`config.mk`:
```
export PLATFORM = sky130hd
export DESIGN_NAME = ahb_sram_bank_if
export DESIGN_NICKNAME = d
export VERILOG_FILES = /design/src/rtl/ahb_sram_bank_if.sv
export SDC_FILE = /design/constraint.sdc
export NUM_CORES = 1
export LEC_CHECK = 0
export CELL_PAD_IN_SITES_DETAIL_PLACEMENT = 1
export CELL_PAD_IN_SITES_GLOBAL_PLACEMENT = 1
export CORE_MARGIN = 3
export CORE_UTILIZATION = 17
export DETAILED_ROUTE_END_ITERATION = 16
export PLACE_DENSITY_LB_ADDON = 0.1
export SLEW_MARGIN = 25
export SYNTH_ARGS = -nofsm -noshare
export SYNTH_HDL_FRONTEND = slang
export SYNTH_SLANG_ARGS = --single-unit
```
`constraint.sdc`:
```
create_clock -name hclk -period 1.5 [get_ports hclk]
set_input_delay 0.375 -clock hclk [delete_from_list [all_inputs] [get_ports hclk]]
set_output_delay 0.375 -clock hclk [all_outputs]
set_load 0.1 [all_outputs]
```
`src/rtl/ahb_sram_bank_if.sv`:
```
// AHB-Lite slave front-end: decodes transfers into per-bank, per-lane SRAM strobes.
// Optional two-cycle ERROR response for illegal transfers under `define AHB_SRAM_ERR_RESP_EN.
module ahb_sram_bank_if #(
    parameter int ADDR_WIDTH      = 32,
    parameter int DATA_WIDTH      = 32,
    parameter int SRAM_ADDR_WIDTH = 13,
    parameter int NUM_BANKS       = 2
) (
    input  logic                            hclk,
    input  logic                            hresetn,
    input  logic                            hsel,
    input  logic [ADDR_WIDTH-1:0]           haddr,
    input  logic                            hwrite,
    input  logic [1:0]                      htrans,
    input  logic [2:0]                      hsize,
    input  logic [2:0]                      hburst,
    input  logic                            hready,
    input  logic [DATA_WIDTH-1:0]           hwdata,
    output logic                            hready_resp,
    output logic [1:0]                      hresp,
    output logic [DATA_WIDTH-1:0]           hrdata,
    output logic [NUM_BANKS-1:0]            sram_cen,
    output logic [DATA_WIDTH/8-1:0]         sram_wen,
    output logic [SRAM_ADDR_WIDTH-1:0]      sram_addr,
    output logic [DATA_WIDTH-1:0]           sram_wdata,
    input  logic [NUM_BANKS*DATA_WIDTH-1:0] sram_rdata
);

    localparam int LANES     = DATA_WIDTH / 8;
    localparam int LSB       = $clog2(LANES);
    localparam int OW        = (LSB > 0) ? LSB : 1;
    localparam int NW        = LSB + 2;
    localparam int MW        = 2 * LANES;
    localparam int BANK_BITS = $clog2(NUM_BANKS);
    localparam int BW        = (BANK_BITS > 0) ? BANK_BITS : 1;
    localparam int BANK_LSB  = LSB + SRAM_ADDR_WIDTH;
    localparam int HI_LSB    = BANK_LSB + BANK_BITS;

`ifdef AHB_SRAM_ERR_RESP_EN
    typedef enum logic [1:0] {S_IDLE, S_WR, S_ERR1, S_ERR2} state_t;
`else
    typedef enum logic [0:0] {S_IDLE, S_WR} state_t;
`endif

    state_t                     r_state;
    logic [SRAM_ADDR_WIDTH-1:0] r_wr_addr;
    logic [BW-1:0]              r_wr_bank;
    logic [LANES-1:0]           r_wr_mask;
    logic                       r_rd_phase;
    logic [BW-1:0]              r_rd_bank;

    logic                       w_valid;
    logic                       w_rd_req;
    logic                       w_collide;
    logic                       w_illegal;
    logic                       w_rd_issue;
    logic                       w_wr_issue;
    logic                       w_in_wr;
    logic [SRAM_ADDR_WIDTH-1:0] w_word;
    logic [BW-1:0]              w_bank;
    logic [OW-1:0]              w_off;
    logic [OW-1:0]              w_off_al;
    logic [2:0]                 w_size_eff;
    logic [NW-1:0]              w_nlanes;
    logic [MW-1:0]              w_span;
    logic [LANES-1:0]           w_mask;
    logic                       w_unused;

    assign w_unused = ^{hburst, haddr};

    assign w_valid    = hsel & hready & htrans[1];
    assign w_word     = haddr[LSB +: SRAM_ADDR_WIDTH];
    assign w_bank     = BW'((haddr >> BANK_LSB) & ADDR_WIDTH'(NUM_BANKS - 1));
    assign w_off      = (LSB > 0) ? haddr[OW-1:0] : '0;
    assign w_size_eff = (hsize > 3'(LSB)) ? 3'(LSB) : hsize;
    assign w_nlanes   = NW'(1) << w_size_eff;
    // Lane offset is rounded down to the transfer size so the mask never spills past the word.
    assign w_off_al   = w_off & ~OW'(w_nlanes - NW'(1));
    assign w_span     = (MW'(1) << w_nlanes) - MW'(1);
    assign w_mask     = LANES'(w_span << w_off_al);

`ifdef AHB_SRAM_ERR_RESP_EN
    assign w_illegal = (hsize > 3'(LSB))
                     || ((w_off & OW'(w_nlanes - NW'(1))) != '0)
                     || ((haddr >> HI_LSB) != '0);
`else
    assign w_illegal = 1'b0;
`endif

    assign w_in_wr = (r_state == S_WR);

    // Collision must not look at hready: hready is our own hready_resp fed back by the fabric.
    assign w_rd_req   = hsel & htrans[1] & ~hwrite;
    assign w_collide  = w_in_wr & w_rd_req & (w_bank == r_wr_bank);
    assign w_rd_issue = w_valid & ~hwrite & ~w_illegal & ~w_collide;
    assign w_wr_issue = w_valid & hwrite & ~w_illegal;

    always_ff @(posedge hclk or negedge hresetn) begin
        if (!hresetn) begin
            r_state    <= S_IDLE;
            r_wr_addr  <= '0;
            r_wr_bank  <= '0;
            r_wr_mask  <= '0;
            r_rd_phase <= 1'b0;
            r_rd_bank  <= '0;
        end else begin
            r_rd_phase <= w_rd_issue;
            if (w_rd_issue) begin
                r_rd_bank <= w_bank;
            end
            if (w_wr_issue) begin
                r_wr_addr <= w_word;
                r_wr_bank <= w_bank;
                r_wr_mask <= w_mask;
            end
`ifdef AHB_SRAM_ERR_RESP_EN
            if (r_state == S_ERR1)          r_state <= S_ERR2;
            else if (w_valid && w_illegal) r_state <= S_ERR1;
            else if (w_wr_issue)           r_state <= S_WR;
            else                           r_state <= S_IDLE;
`else
            r_state <= w_wr_issue ? S_WR : S_IDLE;
`endif
        end
    end

`ifdef AHB_SRAM_ERR_RESP_EN
    assign hready_resp = ~w_collide & (r_state != S_ERR1);
    assign hresp       = ((r_state == S_ERR1) || (r_state == S_ERR2)) ? 2'b01 : 2'b00;
`else
    assign hready_resp = ~w_collide;
    assign hresp       = 2'b00;
`endif

    always_comb begin
        sram_cen = '1;
        if (w_in_wr) begin
            sram_cen[r_wr_bank] = 1'b0;
        end
        if (w_rd_issue) begin
            sram_cen[w_bank] = 1'b0;
        end
    end

    // The address bus is shared: a parallel read to another bank sees the write's word index.
    assign sram_addr  = w_in_wr ? r_wr_addr : w_word;
    assign sram_wen   = w_in_wr ? ~r_wr_mask : '1;
    assign sram_wdata = w_in_wr ? hwdata : '0;
    assign hrdata     = r_rd_phase ? sram_rdata[int'(r_rd_bank) * DATA_WIDTH +: DATA_WIDTH] : '0;

endmodule

```
# Word level (Yosys, flattened, before mapping)

Cells that the tools add are included.

Register bits after elaboration: 21
Latch bits: 0
RAM bits: 0
ROM bits: 0
Input port bits: 141
Output and inout bits: 86
Logic and storage cells: 49
Memories kept: 0

Add/subtract/negate cells: 2
Multipliers: 0
Div/mod/pow operators: 0
Magnitude comparators: 5
Equality and inequality tests: 1
Shift operators: 4
Multiplexer cells: 12
Bitwise gates (word level): 17
Reductions and logical operators: 2

Operator list:

| kind                                                                          | count |
|---|---|
| 32-bit two-way mux                                                            | 2 |
| 64-bit by 7-bit variable part select with 32-bit output                       | 1 |
| 13-bit two-way mux                                                            | 1 |
| 1-bit bitwise AND                                                             | 9 |
| 1-bit by 4-bit left shift with 8-bit output (first input constant)            | 1 |
| 8-bit by 2-bit left shift with 4-bit output                                   | 1 |
| 8-bit by 2-bit subtractor with 8-bit output (second input constant)           | 1 |
| 2-bit inverter                                                                | 3 |
| 2-bit bitwise AND                                                             | 2 |
| 1-bit by 2-bit less-than comparator with 1-bit output (second input constant) | 2 |
| 2-bit two-way mux                                                             | 2 |
| 4-bit two-way mux                                                             | 1 |
| 4-bit inverter                                                                | 1 |
| 1-bit by 3-bit left shift with 4-bit output (first input constant)            | 1 |
| 3-bit by 2-bit > comparator with 1-bit output (second input constant)         | 1 |
| 1-bit two-way mux                                                             | 3 |
| 3-bit two-way mux                                                             | 1 |
| 1-bit demux with 1-bit select                                                 | 2 |
| 1-bit greater-or-equal comparator (second input constant)                     | 2 |
| 1-bit logical AND                                                             | 2 |
| 1-bit inverter                                                                | 2 |
| 2-bit by 1-bit subtractor with 2-bit output (second input constant)           | 1 |
| 1-bit equality test                                                           | 1 |

# Longest topological paths before layout

Word-level depth: 8
Gate-level depth with buffers: 4
Mapped depth without buffers: 3

# Least setup slack after synthesis

No wires, ideal clock.

Path type: register to output
Start point: register r_rd_bank
End point: output hrdata[10]
Arrival: 2.138 ns
Required time: 1.125 ns
Path slack: -1.013 ns
Stages on the path, launching flop included: 5
Path buffers: 2
Path through: dfrtp_1 > buf_2 > buf_4 > mux2i_1 > nor2b_1

Cells in the longest elaborated chain, start to end: 2

Ends and longest elaborated chain:

| element                                                 | line | RTL |
|---|---|---|
| start, declared                                         | 50   | `logic [BW-1:0] r_rd_bank;` |
| start signal, assigned                                  | 109  | `r_rd_bank <= w_bank;` |
| 64-bit by 7-bit variable part select with 32-bit output | 149  | `assign hrdata = r_rd_phase ? sram_rdata[int'(r_rd_bank) * DATA_WIDTH +: DATA_WIDTH] : '0;` |
| 32-bit two-way mux                                      | 149  |  |
| end, declared                                           | 21   | `output logic [DATA_WIDTH-1:0] hrdata,` |

Every way passes these cells.

# Worst setup path after layout

Start point: register r_rd_bank
End point: output hrdata[3]

Same word-level chain as after synthesis.

==> impl_metrics.env <==
export IMPL_status="complete, but fails checks"
export IMPL_violations="setup timing"
export IMPL_critPathBufInv=2
export IMPL_gr_usage_met2_pct=29.6
export IMPL_pwr_density_cell_nw_per_um2=536
export IMPL_fillCellCount=1062
export IMPL_ios=227
export IMPL_yosys_area_top_type="dfrtp_1"
export IMPL_final_common_cell="clkdlybuf4s50_1"
export IMPL_crit_cells=4
export IMPL_core_region_area_sq_um=10500
export IMPL_drt_initial_drc_count=61
export IMPL_grt_remaining_overflow=0
export IMPL_area_growth_pct=209
export IMPL_clock_sinks=21
export IMPL_synth_area_leaders="dfrtp_1, mux2i_1, mux2_2"
export IMPL_wl_per_cell_um=17.2
export IMPL_grt_pass1_vias=2571
export IMPL_ys_warn_count=0
export IMPL_synth_top_area_share_pct=28.2
export IMPL_dpl_hpwl_um=7770
export IMPL_globalplace_congestion=0.734
export IMPL_cp_start_kind="register"
export IMPL_clkLatencyLatePin_ns=0.27
export IMPL_via_per_inst=4.18
export IMPL_first_pass_iters=4
export IMPL_netlist_instances=194
export IMPL_reg2reg_slack_ns=0.19
export IMPL_cp_cell_sequence="buf_12 > mux2i_1 > nor2b_4 > buf_12"
export IMPL_setup_ws_ns=-0.359
export IMPL_clkTransAtPathRegs_ns=0.09
export IMPL_worstReg2RegStart="r_state"
export IMPL_min_period_over_period_pct=124
export IMPL_cp_startpoint="r_rd_bank"
export IMPL_synth_seq_cells=21
export IMPL_critical_path_required_ns=1.12
export IMPL_synthesis_area_sq_um=1860
export IMPL_synth_sequential_area_ratio_pct=28.2
export IMPL_die_area_sq_um=12200
export IMPL_ctsHoldBuffers=0
export IMPL_path_delay_family="flip-flops"
export IMPL_clock_skew_ns=0.00708
export IMPL_row_count=37
export IMPL_cts_buffers=3
export IMPL_start_util_pct=17.7
export IMPL_num_vias=2312
export IMPL_grt_antenna_before_repair=0
export IMPL_cp_arrival_ns=1.48
export IMPL_grt_util_met1_pct=15.3
export IMPL_ff2ff_path_depth=5
export IMPL_crit_type="register to output port"
export IMPL_cts_tree="built"
export IMPL_fin_nets=559
export IMPL_die_h_um=111
export IMPL_grt_max_degree=33
export IMPL_met3_usage_pct=4.97
export IMPL_cts_root_buf="clkbuf_8"
export IMPL_dieWidth_um=111
export IMPL_crit_top_cell="buf_12"
export IMPL_routed_wl_um=9510
export IMPL_irDropWorstVdd_uv=508
export IMPL_cp_slowest_cell="dfrtp_2"
export IMPL_end_kind="output port"
export IMPL_grt_setup_unrepaired="true"
export IMPL_finalSetupViolations=84
export IMPL_report_power_total_mw=3.08
export IMPL_portBuffers=204
export IMPL_avgSynthCellArea_sq_um=9.60
export IMPL_fmax_mhz=538
export IMPL_yosysUniqueCellTypes=23
export IMPL_slowest_delay_ns=0.42
export IMPL_final_min_clock_period_ns=1.86
export IMPL_h_tree_depth=1
export IMPL_grt_usage_pct=14.9
export IMPL_diodes=0
export IMPL_maxCapViolCount=0
export IMPL_endpoint="hrdata[3]"
export IMPL_detail_route_antenna_nets=0
export IMPL_hold_violations=0
export IMPL_layout_common_cells="clkdlybuf4s50_1, buf_12, and2_4, nor2b_4"
export IMPL_p_leak_nw=2.32
export IMPL_worstReg2RegEnd="r_rd_bank"
export IMPL_cts_buffer_depth=2
export IMPL_worstHoldPathType="primary input to register"
export IMPL_drive_above_1_share_pct=58.5
export IMPL_post_route_drc_count=0
export IMPL_final_max_slew_viol_count=0
export IMPL_final_util_pct=54.7
export IMPL_grt_pass1_wl_um=14600
export IMPL_grt_busiest_layer="met2"
export IMPL_worstPathMaxFanout=21
==> Yosys cell counts <==
library cell	instances
and2_1	32
nand2_1	5
mux2i_1	32
o2bb2ai_1	1
buf_4	5
buf_2	3
dfrtp_1	21
buf_6	1
a21oi_1	3
mux2_4	6
mux2_2	23
a21o_1	1
nand4b_1	1
conb_1	1
a31oi_1	1
nor2b_1	34
nand4_4	1
nand4_1	1
inv_1	5
xnor2_1	1
o21ai_0	5
nor2_1	4
clkbuf_1	7
==> layer usage <==
layer,share of wire (%),routed length (um)
met1,34,3240
met2,57,5410
met3,8.4,795
met4,0.64,61
met5,0,0
==> metrics by stage <==
step                setup slack [ns]  cells  hold slack [ns]  cell area, sq um  TNS [ns]
floorplan                     -0.560    195           0.0794              2270     -6.42
global placement              -0.415    540            0.486              5380    -11.56
detailed placement            -0.496    540            0.490              5380    -13.29
CTS                           -0.371    548            0.438              5570    -23.13
global route                  -0.404    553            0.446              5750    -27.22
finish                        -0.359    553            0.448              5750    -22.79
==> final cells by class <==
class / count / area, sq um / area share (%)
inverters: 5 / 18.8 / 0.326
clock buffers: 4 / 45.0 / 0.783
well taps: 136 / 170 / 2.96
multi-input cells: 153 / 1730 / 30.2
flip-flops and latches: 21 / 528 / 9.18
repair buffers: 234 / 3260 / 56.6
==> sequential cells by signal, indices dropped and copies added (netlist names) <==
signal      count
r_state         1
r_wr_bank       1
r_wr_mask       4
r_rd_bank       1
r_rd_phase      1
r_wr_addr      13
==> tightest hold or removal path, delay by kind of cell <==
| family | cells | cell delay (ns) |
|---|---|---|
| buffers and inverters | 2 | 0.21 |
| and+or+nand+nor | 1 | 0.07 |
==> power breakdown <==
group	total [mW]	internal (mW)	switching (mW)
Combinational	1.94	0.977	0.958
Clock	0.391	0.190	0.201
Sequential	0.756	0.678	0.0779
Total	3.08	1.85	1.24
==> worst min-delay path by stage <==
stage	to	cells after the start	startpoint	slack, ns
after floorplan	r_rd_bank	0	hresetn	0.08
after global placement	r_wr_mask[3]	1	r_wr_mask[3]	0.49
after detailed placement	r_wr_mask[3]	1	r_wr_mask[3]	0.49
after CTS	r_state	3	hready	0.44
after global routing	r_state	3	hready	0.45
final	r_state	3	hready	0.45
==> cells by family (layout without fill, tap and decap cells) <==
kind of cell	Yosys count	after routing	synth area share (%)
XOR/XNOR	1	1	0.471
AND/OR/NAND/NOR	78	78	25.9
buffers and inverters	21	243	5.85
AO/OA/AOI/OAI	11	11	3.36
flip-flops	21	21	28.2
multiplexers	61	61	36.0
other	1	2	0.201
==> what timing repair did <==
item / in CTS / in global routing
pin swaps: 5 / 1
cloned: 2 / 1
gates resized for setup: 39 / 46
setup endpoints to repair: 84 / 84
setup buffers: 2 / 5
No activity file was read; power rests on OpenSTA's default activity.
